## config.mk

```make
export PLATFORM = sky130hd
export DESIGN_NAME = svm_det_fifo
export DESIGN_NICKNAME = d
export VERILOG_FILES = /design/src/rtl/svm_det_fifo.sv
export SDC_FILE = /design/constraint.sdc
export NUM_CORES = 1
export LEC_CHECK = 0
export BUFFER_PORTS_ARGS = -buffer_cell sky130_fd_sc_hd__buf_2
export CORE_MARGIN = 8
export CORE_UTILIZATION = 50
export DETAILED_ROUTE_END_ITERATION = 16
export PLACE_DENSITY_LB_ADDON = 0.2
export SYNTH_ARGS = -nofsm -noshare
export SYNTH_HDL_FRONTEND = slang
export SYNTH_SLANG_ARGS = --single-unit
```

## constraint.sdc

```tcl
create_clock -name clk -period 15.3 [get_ports clk]
set_input_delay 3.06 -clock clk [delete_from_list [all_inputs] [get_ports clk]]
set_output_delay 3.06 -clock clk [all_outputs]
set_load 0.1 [all_outputs]
```

## src/rtl/svm_det_fifo.sv

```systemverilog
// Detection collector behind the SVM classifier: thresholds each slide-window score,
// converts the window index to grid row/column, buffers hits in a circular FIFO with a
// valid/ready head, and reports per-frame hit/drop totals on the last window of a frame.
module svm_det_fifo #(
   parameter int unsigned SW_W    = 11,
   parameter int unsigned SCORE_W = 24,
   parameter int unsigned COL_N   = 39,
   parameter int unsigned MAX_SW  = 1130,
   parameter int unsigned DEPTH   = 16
) (
   input  logic               clk,
   input  logic               rst,
   input  logic               i_valid,
   input  logic [SW_W-1:0]    i_sw_id,
   input  logic [SCORE_W-1:0] i_score,
   input  logic [SCORE_W-1:0] i_thresh,
   output logic               o_valid,
   input  logic               i_ready,
   output logic [4:0]         o_row,
   output logic [5:0]         o_col,
   output logic [SCORE_W-1:0] o_score,
   output logic               o_frame_done,
   output logic [SW_W-1:0]    o_det_cnt,
   output logic [SW_W-1:0]    o_drop_cnt,
   output logic               o_ovf
);

   localparam int unsigned     PtrW   = $clog2(DEPTH);
   localparam int unsigned     EntW   = 5 + 6 + SCORE_W;
   localparam logic [SW_W-1:0] LastSw = SW_W'(MAX_SW);
   localparam logic [SW_W-1:0] ColN   = SW_W'(COL_N);

   // Stage 1 registers
   logic               s1_valid_q, s1_valid_d;
   logic [SW_W-1:0]    s1_sw_id_q;
   logic [SCORE_W-1:0] s1_score_q;
   logic [SCORE_W-1:0] s1_thresh_q;

   // FIFO state
   logic [EntW-1:0]    mem_q [DEPTH];
   logic [PtrW:0]      wr_ptr_q, wr_ptr_d;
   logic [PtrW:0]      rd_ptr_q, rd_ptr_d;
   logic [EntW-1:0]    head;

   // Frame counters and status
   logic [SW_W-1:0]    det_cnt_q, det_cnt_d;
   logic [SW_W-1:0]    drop_cnt_q, drop_cnt_d;
   logic [SW_W-1:0]    det_out_q, det_out_d;
   logic [SW_W-1:0]    drop_out_q, drop_out_d;
   logic [SW_W-1:0]    det_sum, drop_sum;
   logic               frame_done_q, frame_done_d;
   logic               ovf_q, ovf_d;

   // Stage 2 decode
   logic               hit, frame_end;
   logic               full, empty, push, pop, drop;
   logic [4:0]         row;
   logic [5:0]         col;

   // Out-of-range window indices are dropped before they ever reach stage 2.
   assign s1_valid_d = i_valid && (i_sw_id <= LastSw);

   assign hit       = s1_valid_q && ($signed(s1_score_q) > $signed(s1_thresh_q));
   assign frame_end = s1_valid_q && (s1_sw_id_q == LastSw);
   assign row       = 5'(s1_sw_id_q / ColN);
   assign col       = 6'(s1_sw_id_q % ColN);

   // Extra MSB on the pointers distinguishes full from empty when the indices match.
   assign empty = (wr_ptr_q == rd_ptr_q);
   assign full  = (wr_ptr_q[PtrW] != rd_ptr_q[PtrW]) &&
                  (wr_ptr_q[PtrW-1:0] == rd_ptr_q[PtrW-1:0]);
   assign pop   = !empty && i_ready;
   // A full FIFO still accepts a hit when the head leaves in the same cycle.
   assign push  = hit && (!full || pop);
   assign drop  = hit && !push;

   assign head = mem_q[rd_ptr_q[PtrW-1:0]];

   // Head outputs are forced to zero while empty so they read 0 after reset.
   always_comb begin
      o_valid = !empty;
      o_row   = '0;
      o_col   = '0;
      o_score = '0;
      if (!empty) begin
         {o_row, o_col, o_score} = head;
      end
   end

   assign o_frame_done = frame_done_q;
   assign o_det_cnt    = det_out_q;
   assign o_drop_cnt   = drop_out_q;
   assign o_ovf        = ovf_q;

   // Next-state for pointers, frame counters and sticky overflow.
   always_comb begin
      wr_ptr_d     = wr_ptr_q;
      rd_ptr_d     = rd_ptr_q;
      det_sum      = det_cnt_q + SW_W'(hit);
      drop_sum     = drop_cnt_q + SW_W'(drop);
      det_cnt_d    = det_sum;
      drop_cnt_d   = drop_sum;
      det_out_d    = det_out_q;
      drop_out_d   = drop_out_q;
      frame_done_d = frame_end;
      ovf_d        = ovf_q || drop;
      if (push) begin
         wr_ptr_d = wr_ptr_q + 1'b1;
      end
      if (pop) begin
         rd_ptr_d = rd_ptr_q + 1'b1;
      end
      // Totals include the final window itself; running counts restart for the next frame.
      if (frame_end) begin
         det_out_d  = det_sum;
         drop_out_d = drop_sum;
         det_cnt_d  = '0;
         drop_cnt_d = '0;
      end
   end

   // State registers with asynchronous active-low reset.
   always_ff @(posedge clk or negedge rst) begin
      if (!rst) begin
         s1_valid_q   <= 1'b0;
         s1_sw_id_q   <= '0;
         s1_score_q   <= '0;
         s1_thresh_q  <= '0;
         wr_ptr_q     <= '0;
         rd_ptr_q     <= '0;
         det_cnt_q    <= '0;
         drop_cnt_q   <= '0;
         det_out_q    <= '0;
         drop_out_q   <= '0;
         frame_done_q <= 1'b0;
         ovf_q        <= 1'b0;
      end else begin
         s1_valid_q   <= s1_valid_d;
         s1_sw_id_q   <= i_sw_id;
         s1_score_q   <= i_score;
         s1_thresh_q  <= i_thresh;
         wr_ptr_q     <= wr_ptr_d;
         rd_ptr_q     <= rd_ptr_d;
         det_cnt_q    <= det_cnt_d;
         drop_cnt_q   <= drop_cnt_d;
         det_out_q    <= det_out_d;
         drop_out_q   <= drop_out_d;
         frame_done_q <= frame_done_d;
         ovf_q        <= ovf_d;
      end
   end

   // Storage array; contents are only observed through the pointers, so it needs no reset.
   always_ff @(posedge clk) begin
      if (push) begin
         mem_q[wr_ptr_q[PtrW-1:0]] <= {row, col, s1_score_q};
      end
   end

endmodule

```

======== Yosys cells after proc, flatten, opt, wreduce, memory -nomap -nowiden ========
Memory sizes are Yosys's and may differ from the RTL's.
Index checks and enable logic that the tools add are counted.
storage, ports and cells
  flip-flop bits (word level) ............. 116
  memory bits (writable) .................. 560
  output and inout port bits .............. 60
  word-level logic and storage cells ...... 44
  memories ................................ 1
operators by class
  $add $sub $neg .......................... 4
  div/mod/pow operators ................... 2
  magnitude comparators ................... 2
  eq/ne operators ......................... 4
  mux-type cells .......................... 7
  reduce and logical (&&, ||, !) cells .... 12
memory list
  name   depth  width  read ports  clocked after memory_dff  wr ports  RTL line  RTL
  mem_q  16     35     1           0                         1         40        logic [EntW-1:0] mem_q [DEPTH];
operators by type and width
  operator                                                                   number
  24-bit greater-than comparator                                             1
  24-bit 2-to-1 mux                                                          1
  11-bit by 1-bit adder with 11-bit output                                   2
  11-bit 2-to-1 mux                                                          2
  11-bit by 6-bit divider with 11-bit output (second input constant)         1
  11-bit equality test (second input constant)                               1
  11-bit less-or-equal comparator (second input constant)                    1
  11-bit by 6-bit remainder unit with 11-bit output (second input constant)  1
  5-bit by 1-bit adder with 5-bit output (second input constant)             2
  1-bit logical AND                                                          7
  6-bit 2-to-1 mux                                                           1
  5-bit equality test                                                        1
  5-bit 2-to-1 mux                                                           1
  4-bit equality test                                                        1
  1-bit logical NOT                                                          3
  1-bit logical OR                                                           2
  1-bit 2-to-1 mux                                                           2
  1-bit != test                                                              1

======== Depth between registers and ports, before layout ========
Gate-level depths: netlist of run 1.
  depth after elaboration ................. 9
  depth in mapped cells ................... 22
  depth with buffers taken out ............ 22

======== Least setup slack after synthesis of run 1 ========
OpenSTA, ideal clock, no wires.
  path type ............................... in2reg
  start ................................... in i_ready
  end ..................................... mem mem_q[3][0] (netlist bit), enable pin
  library setup time ...................... 471 ps
  data arrival time ....................... 6055 ps
  required time ........................... 14829 ps
  path slack .............................. 8775 ps
  cell stages on the path ................. 4
  path buffers ............................ 0
  path through ............................ nor3_1 nor2_1 nand2_1 nor3_1
between the ends
  word-level cells in the longest chain between the ends .. 5
RTL lines
  what                                    RTL line  RTL
  from (decl)                             18        input logic i_ready,
  1-bit logical AND                       72        assign pop = !empty && i_ready;
  1-bit logical OR                        74        assign push = hit && (!full || pop);
  1-bit logical AND                       74
  1-bit 2-to-1 mux                        155       if (push) begin
  1-bit 2-to-1 mux (not written as such)  156       mem_q[wr_ptr_q[PtrW-1:0]] <= {row, col, s1_score_q};
  to (decl)                               40
No other way between the ends.

======== Final worst setup path of run 1 ========
  start ................................... reg rd_ptr_q[1]
  end ..................................... out o_score[3]
between the ends
  word-level cells in the longest chain between the ends .. 2
RTL lines
  what                                                            RTL line  RTL
  from (decl)                                                     42        logic [PtrW:0] rd_ptr_q, rd_ptr_d;
  from (signal assigned)                                          143       rd_ptr_q <= rd_ptr_d;
  memory read 16 x 35 bit or 5-bit equality test (tied branches)  --
  24-bit 2-to-1 mux (*)                                           85        if (!empty) begin
  to (decl)                                                       21        output logic [SCORE_W-1:0] o_score,
Mark *: on every way between the ends. The rest lies on a longest branch, timed or not.

==> reports/qor.yml, run 1 <==
clock_network:
  clockBufferDepth: 3
  clk_transition_reported_paths_ps: 60
  clock_sinks: 676
  root_buffer: "clkbuf_16"
  cts_resized: 0
  ctsHoldBuffers: 0
  h-tree-depth: 3
  post-cts-setup-buffers: 0
  clk_latency_ps: 590
  cts_tree: "built"
  cts_buffers: 72
flow_run:
  maxCapViolCount: 0
setup_path:
  start_kind: "flop"
  reg2reg_from: "s1_sw_id_q[9]"
  r2r_end: "mem_q[9][24]"
  crit_fanout: 73
  endpoint: "o_score[3]"
  cp-end-kind: "output port"
  r2r_slack_ps: 8480
  crit_required_ps: 12240
  ff2ff_path_depth: 18
  setup.worst_path.start: "rd_ptr_q[1]"
  crit_type: "reg -> out"
  cp_data_arrival_time_ps: 4210
sta:
  rsz0062_at_grt: "false"
  hold_viol_final: 0
  tns_ps: 0
  finClkSkew_ps: 16.4
  relSlewSlack: 0.214
  worstMarginPinSlew_ps: 1170
  hold_ws_ps: 472
  finalCritPeriodShare: 0.475
  fmax_mhz: 138
  finalSetupViolCount: 0
  maxSlewViolCount: 0
  min_period_ps: 7270
synthesis:
  synth.avg_cell_area_um2: 19.1
  ys_ff_latch: 676
  ys.flop_type: "edfxtp_1"
  ys_seq_area_frac: 0.724
  synthesis.nets: 1526
  syn-instance-count: 1428
  synth_edf_count: 560
  synth_area_mm2: 0.0272
  yosysWarnings: 0
  synth_cell_types: 78
  synth-async-reset-ratio: 0.172
layout:
  fin_area_mm2: 0.0313
  area.growth.synth_to_final_pct: 14.7
  drive_gt1_frac: 0.295
  final_util: 0.581
  finalNetCount: 1684
drt:
  drtIter0Drc: 1230
  ant_nets: 0
  num_vias: 13881
  vias_per_cell: 5.92
  firstDrtPassIters: 5
  post_drt_wl_per_cell_um: 25.3
  totalWireLength_um: 59400
  drc: 0
pwr:
  p_leak_uw: 0.0109
  clkPwrFrac: 0.279
  p_sw_frac: 0.369
  power_frac_comb: 0.352
  pwr-share-seq: 0.369
  p_sw_uw: 2330
  power.density_mw_per_mm2: 201
  power.internal_uw: 3970
  max-vdd-ir-drop_mv: 0.164
placement:
  dp_hpwl_um: 33000
  gp_congestion: 0.828
  place_area_mm2: 0.0288
  port_buffers: 122
grt:
  antenna_found_initial: 3
  grt.total_usage: 0.193
  grt_pass1_vias: 14706
  grt_max_degree: 103
  grt_overflow_total: 0
  grt_pass1_wl_um: 91200
floorplan:
  die_area_mm2: 0.0622
  die_h_um: 249
  initial_utilization: 0.506
  io-pin-count: 123
  rows: 85
  core_area_mm2: 0.0538
  die_w_um: 249
min_path:
  min-delay-path-class: "reg -> reg"
outcome:
  status: "completed"
[worst max-delay path, stage by stage (launching register included)]
cell	delay (ps)
dfrtp_4	1180
buf_4	940
mux4_2	420
mux4_2	510
nor2b_1	150
buf_2	310
[power by group through the flow]
stage	Clock (µW)	Sequential, µW	Combinational, µW
2_1_floorplan	0	2270	1850
3_3_place_gp	0	2360	2220
3_5_place_dp	0	2370	2250
4_1_cts	1790	2330	2250
5_1_grt	1860	2340	2340
6_report	1760	2320	2220
[logic make-up after synthesis]
kind of cell	share of synthesized area
AO/OA/AOI/OAI	0.0348
XOR/XNOR	0.0131
adder cells (fa/ha/maj)	0.0164
buffers and inverters	0.0144
flip-flops	0.724
multiplexers	0.149
AND/OR/NAND/NOR	0.0488
[placed cells by master (no fill, tap or decap), types with 13 or more instances in the layout]
cell type,synthesis,layout
xnor2_1,25,25
ha_1,35,35
xor2_1,14,14
nand2_1,61,61
clkbuf_16,0,78
buf_2,2,121
o21ai_0,34,34
buf_4,0,25
nor2b_1,43,42
a21oi_1,13,13
edfxtp_1,560,560
nand3_1,18,18
mux4_2,175,175
inv_1,36,35
clkinv_2,0,16
nand4_1,21,21
nor2_1,60,49
dfrtp_1,116,112
[routing by layer]
metal  share of wire  GRT usage  up-vias
met5         0.00022          0        -
met4           0.022     0.0502        2
met3           0.054     0.0418       98
met2            0.50      0.325      394
met1            0.42      0.254     7334
li1                -          -     6053
[synth_stat cells, drive strengths merged (13+ instances only)]
library cell	n	share of area
nand3	18	0.0033
clkbuf	45	0.0062
nand2	61	0.0084
nand4	21	0.0048
xnor2	26	0.0086
dfrtp	116	0.11
a21oi	14	0.0027
o21ai	39	0.0073
nor3	13	0.0024
edfxtp	560	0.62
ha	35	0.016
buf	19	0.0033
inv	36	0.0050
nor2	60	0.0083
xor2	14	0.0045
nor2b	43	0.0099
mux4	175	0.14
[worst min-delay path by stage]
stage,startpoint,end,slack [ps],depth (start not counted)
final,o_det_cnt[4],o_det_cnt[4],470,2
after global routing,o_det_cnt[0],o_det_cnt[0],510,2
after CTS,o_det_cnt[1],o_det_cnt[1],480,2
after detailed placement,o_det_cnt[1],o_det_cnt[1],470,2
after global placement,o_drop_cnt[0],o_drop_cnt[0],460,2
after floorplan,rd_ptr_q[4],rd_ptr_q[4],470,1
[sequential cells by signal, indices dropped and copies added, names as in the netlist]
name and cells:
mem_q 560, s1_score_q 24, s1_thresh_q 24, det_cnt_q 11
drop_cnt_q 11, o_det_cnt 11, o_drop_cnt 11, s1_sw_id_q 11
rd_ptr_q 5, wr_ptr_q 5, o_frame_done 1, o_ovf 1
s1_valid_q 1
[area by class of cell]
cell class                 instances  area (µm²)
fill                            4038       22600
sequential                       676       19700
multi-input combinational        652        7250
clock buffer                      94        2060
tap                              696         871
timing repair buffer             148         825
clock inverter                    39         372
inverter                          36         135
antenna                            3        7.51
[through the flow]
stage          std cells  setup WS, ps  power (µW)
3_5_place_dp        2208          8600        4610
2_1_floorplan       1428          8770        4120
3_3_place_gp        2208          8630        4580
4_1_cts             2341          7950        6370
6_report            2344          8030        6300
5_1_grt             2341          7850        6540
Power figures use the tool's default switching activity.
==> inputs of run 2 (changes only) <==
Settings changed: ABC_AREA from default to 1.
Clock period 15.3 ns to 6.3 ns, I/O delays scaled along.
==> run 2 against run 1 <==
  * Sequential power grew to 2.5 times the previous value
  * Count of clock-buffer cells in the layout is 7 higher
  * Synthesized area is 1.3% higher
  * Via count is 26% higher
  * Clock skew hardly changed
  * Largest cell class unchanged
  * Final cell count is 28% higher
  * Clock power is 130% higher
  * Sequential share of layout area is 0.21 points lower
  * Highest routed layer is now met4
  * Register-to-register slack worse by 8000 ps
==> reports/qor.yml, run 2 <==
layout:
  final_common_cell: "edfxtp_1"
  largest_reg_flops: 560
  area.growth.synth_to_final_pct: 13.7
  final_cell_mix: "edfxtp_1 (560), nor2_1 (337), nand2_1 (250), o21ai_0 (160), buf_2 (121)"
  drive_gt1_frac: 0.146
  finalNetCount: 2350
  n_fill_cell: 4428
pwr:
  power.density_mw_per_mm2: 530
  p_leak_uw: 0.0115
  max-vdd-ir-drop_mv: 0.705
  p_total_uw: 16600
min_path:
  hold_depth: 2
  min-delay-path-class: "reg -> reg"
placement:
  gp_congestion: 0.836
  dp_hpwl_um: 39100
  port_buffers: 122
synthesis:
  syn-instance-count: 2142
  synth_commonest_cells: "edfxtp_1 (560), nor2_1 (355), nand2_1 (250), o21ai_0 (160), dfrtp_1 (116)"
  synth-async-reset-ratio: 0.172
  ys_seq_area_frac: 0.715
  synth.avg_cell_area_um2: 12.9
  synthesis.nets: 2240
  synth.most_common_cell: "edfxtp_1"
  yosysWarnings: 0
  synth_edf_count: 560
  ys_ff_latch: 676
  synth_area_mm2: 0.0276
  synth_top_area_frac: 0.610
  yosys.area.top_type: "edfxtp_1"
  synth.area.top_cells: "edfxtp_1 (61%), dfrtp_1 (11%), nor2_1 (4.8%), nand2_1 (3.4%), o21ai_0 (2.9%)"
  synth_cell_types: 43
  ys.flop_type: "edfxtp_1"
drt:
  vias_per_cell: 5.79
  wl_met1_um: 28600
  post_drt_wl_per_cell_um: 22.4
  num_vias: 17426
  wl_met3_um: 4170
  met2_length_um: 32500
  drc: 0
  totalWireLength_um: 67500
  ant_nets: 0
  top_layer_used: "met4"
  firstDrtPassIters: 5
  drtIter0Drc: 1586
clock_network:
  ctsHoldBuffers: 0
  cts_tree: "built"
  clock_sinks: 676
  clockBufferDepth: 3
  post-cts-setup-buffers: 0
  cts_buffers: 69
  root_buffer: "clkbuf_16"
  clk_transition_reported_paths_ps: 60
  clk_latency_ps: 600
  cts_resized: 0
  h-tree-depth: 3
sta:
  finClkSkew_ps: 16.7
  finalCritPeriodShare: 0.919
  tns_ps: 0
  maxSlewViolCount: 0
  rsz0062_at_grt: "false"
  relSlewSlack: 0.239
  worstMarginPinSlew_ps: 1140
  finalSetupViolCount: 0
  hold_viol_final: 0
  fmax_mhz: 173
  min_period_ps: 5790
outcome:
  status: "completed"
floorplan:
  io-pin-count: 123
  initial_utilization: 0.503
  die_w_um: 251
  die_h_um: 251
  die_area_mm2: 0.0629
  rows: 86
  core_area_mm2: 0.0549
setup_path:
  cp-end-kind: "flop"
  cp_data_arrival_time_ps: 6080
  crit_fanout: 27
  crit_type: "reg -> reg"
  start_kind: "flop"
  ff2ff_path_depth: 12
  crit_required_ps: 6590
grt:
  grt_pass1_vias: 17110
  grt_overflow_total: 0
  grt_pass1_wl_um: 102000
  grt_max_degree: 190
  grt.total_usage: 0.210
  antenna_found_initial: 1
flow_run:
  maxCapViolCount: 0
## run 2: final timing paths
kind,slack [ps],to,startpoint
max reg2reg,510,mem_q[6][31],s1_score_q[23]
min,480,o_drop_cnt[1],o_drop_cnt[1]
min in group asynchronous,650,det_cnt_q[8],rst
min reg2reg,480,o_drop_cnt[1],o_drop_cnt[1]
max in group asynchronous,4450,s1_score_q[10],rst
max,510,mem_q[6][31],s1_score_q[23]
## run 2: final cells by class
class,count,area (µm²),share of cell area
flip-flops and latches,676,19700,0.629
multi-input cells,1246,7180,0.229
clock buffers,101,2020,0.0645
well taps,704,881,0.0281
repair buffers,152,880,0.0281
inverters,107,407,0.0130
clock inverters,24,255,0.00814
diodes,2,5.00,0.000160
## run 2: kinds of logic after synthesis
group,Yosys count,synth area share
buffers and inverters,220,0.0300
adder cells (fa/ha/maj),35,0.0159
multiplexers,57,0.0207
flip-flops,676,0.715
XOR/XNOR,40,0.0130
AO/OA/AOI/OAI,368,0.0896
AND/OR/NAND/NOR,746,0.116
## run 2: stage by stage
step	setup slack (ps)	hold WS [ps]	util	std cells	area [µm²]
final	513	477	0.571	3012	31400
after global routing	218	502	0.571	3010	31300
after CTS	445	481	0.571	3010	31300
after detailed placement	453	458	0.530	2885	29100
after global placement	577	451	0.530	2885	29100
after floorplan	1450	462	-	2142	27600
## run 2: layer usage
metal  track usage  up-vias
met5             0        -
met2         0.338      555
met4        0.0845        0
met1         0.282     8742
li1              -     8011
met3        0.0406      118
## run 2: worst max-delay path, stage by stage (launching register included)
cell and delay [ps]:
dfrtp_1 610, ha_1 470, nand4_1 120, nor4_1 730, nor3b_1 550, nand2_1 300, nand4_1 200, or2_2 120
nand2_1 200, nor2_1 450, nand2_1 390, nor2_4 930, buf_4 370
## run 2: power by group
part | switching (µW) | total (µW) | leakage (µW) | internal, µW
Sequential | 238 | 5890 | 0.00642 | 5650
Clock | 1660 | 4060 | 0.00111 | 2400
Combinational | 5260 | 6660 | 0.00401 | 1400
Total | 7160 | 16600 | 0.0115 | 9460
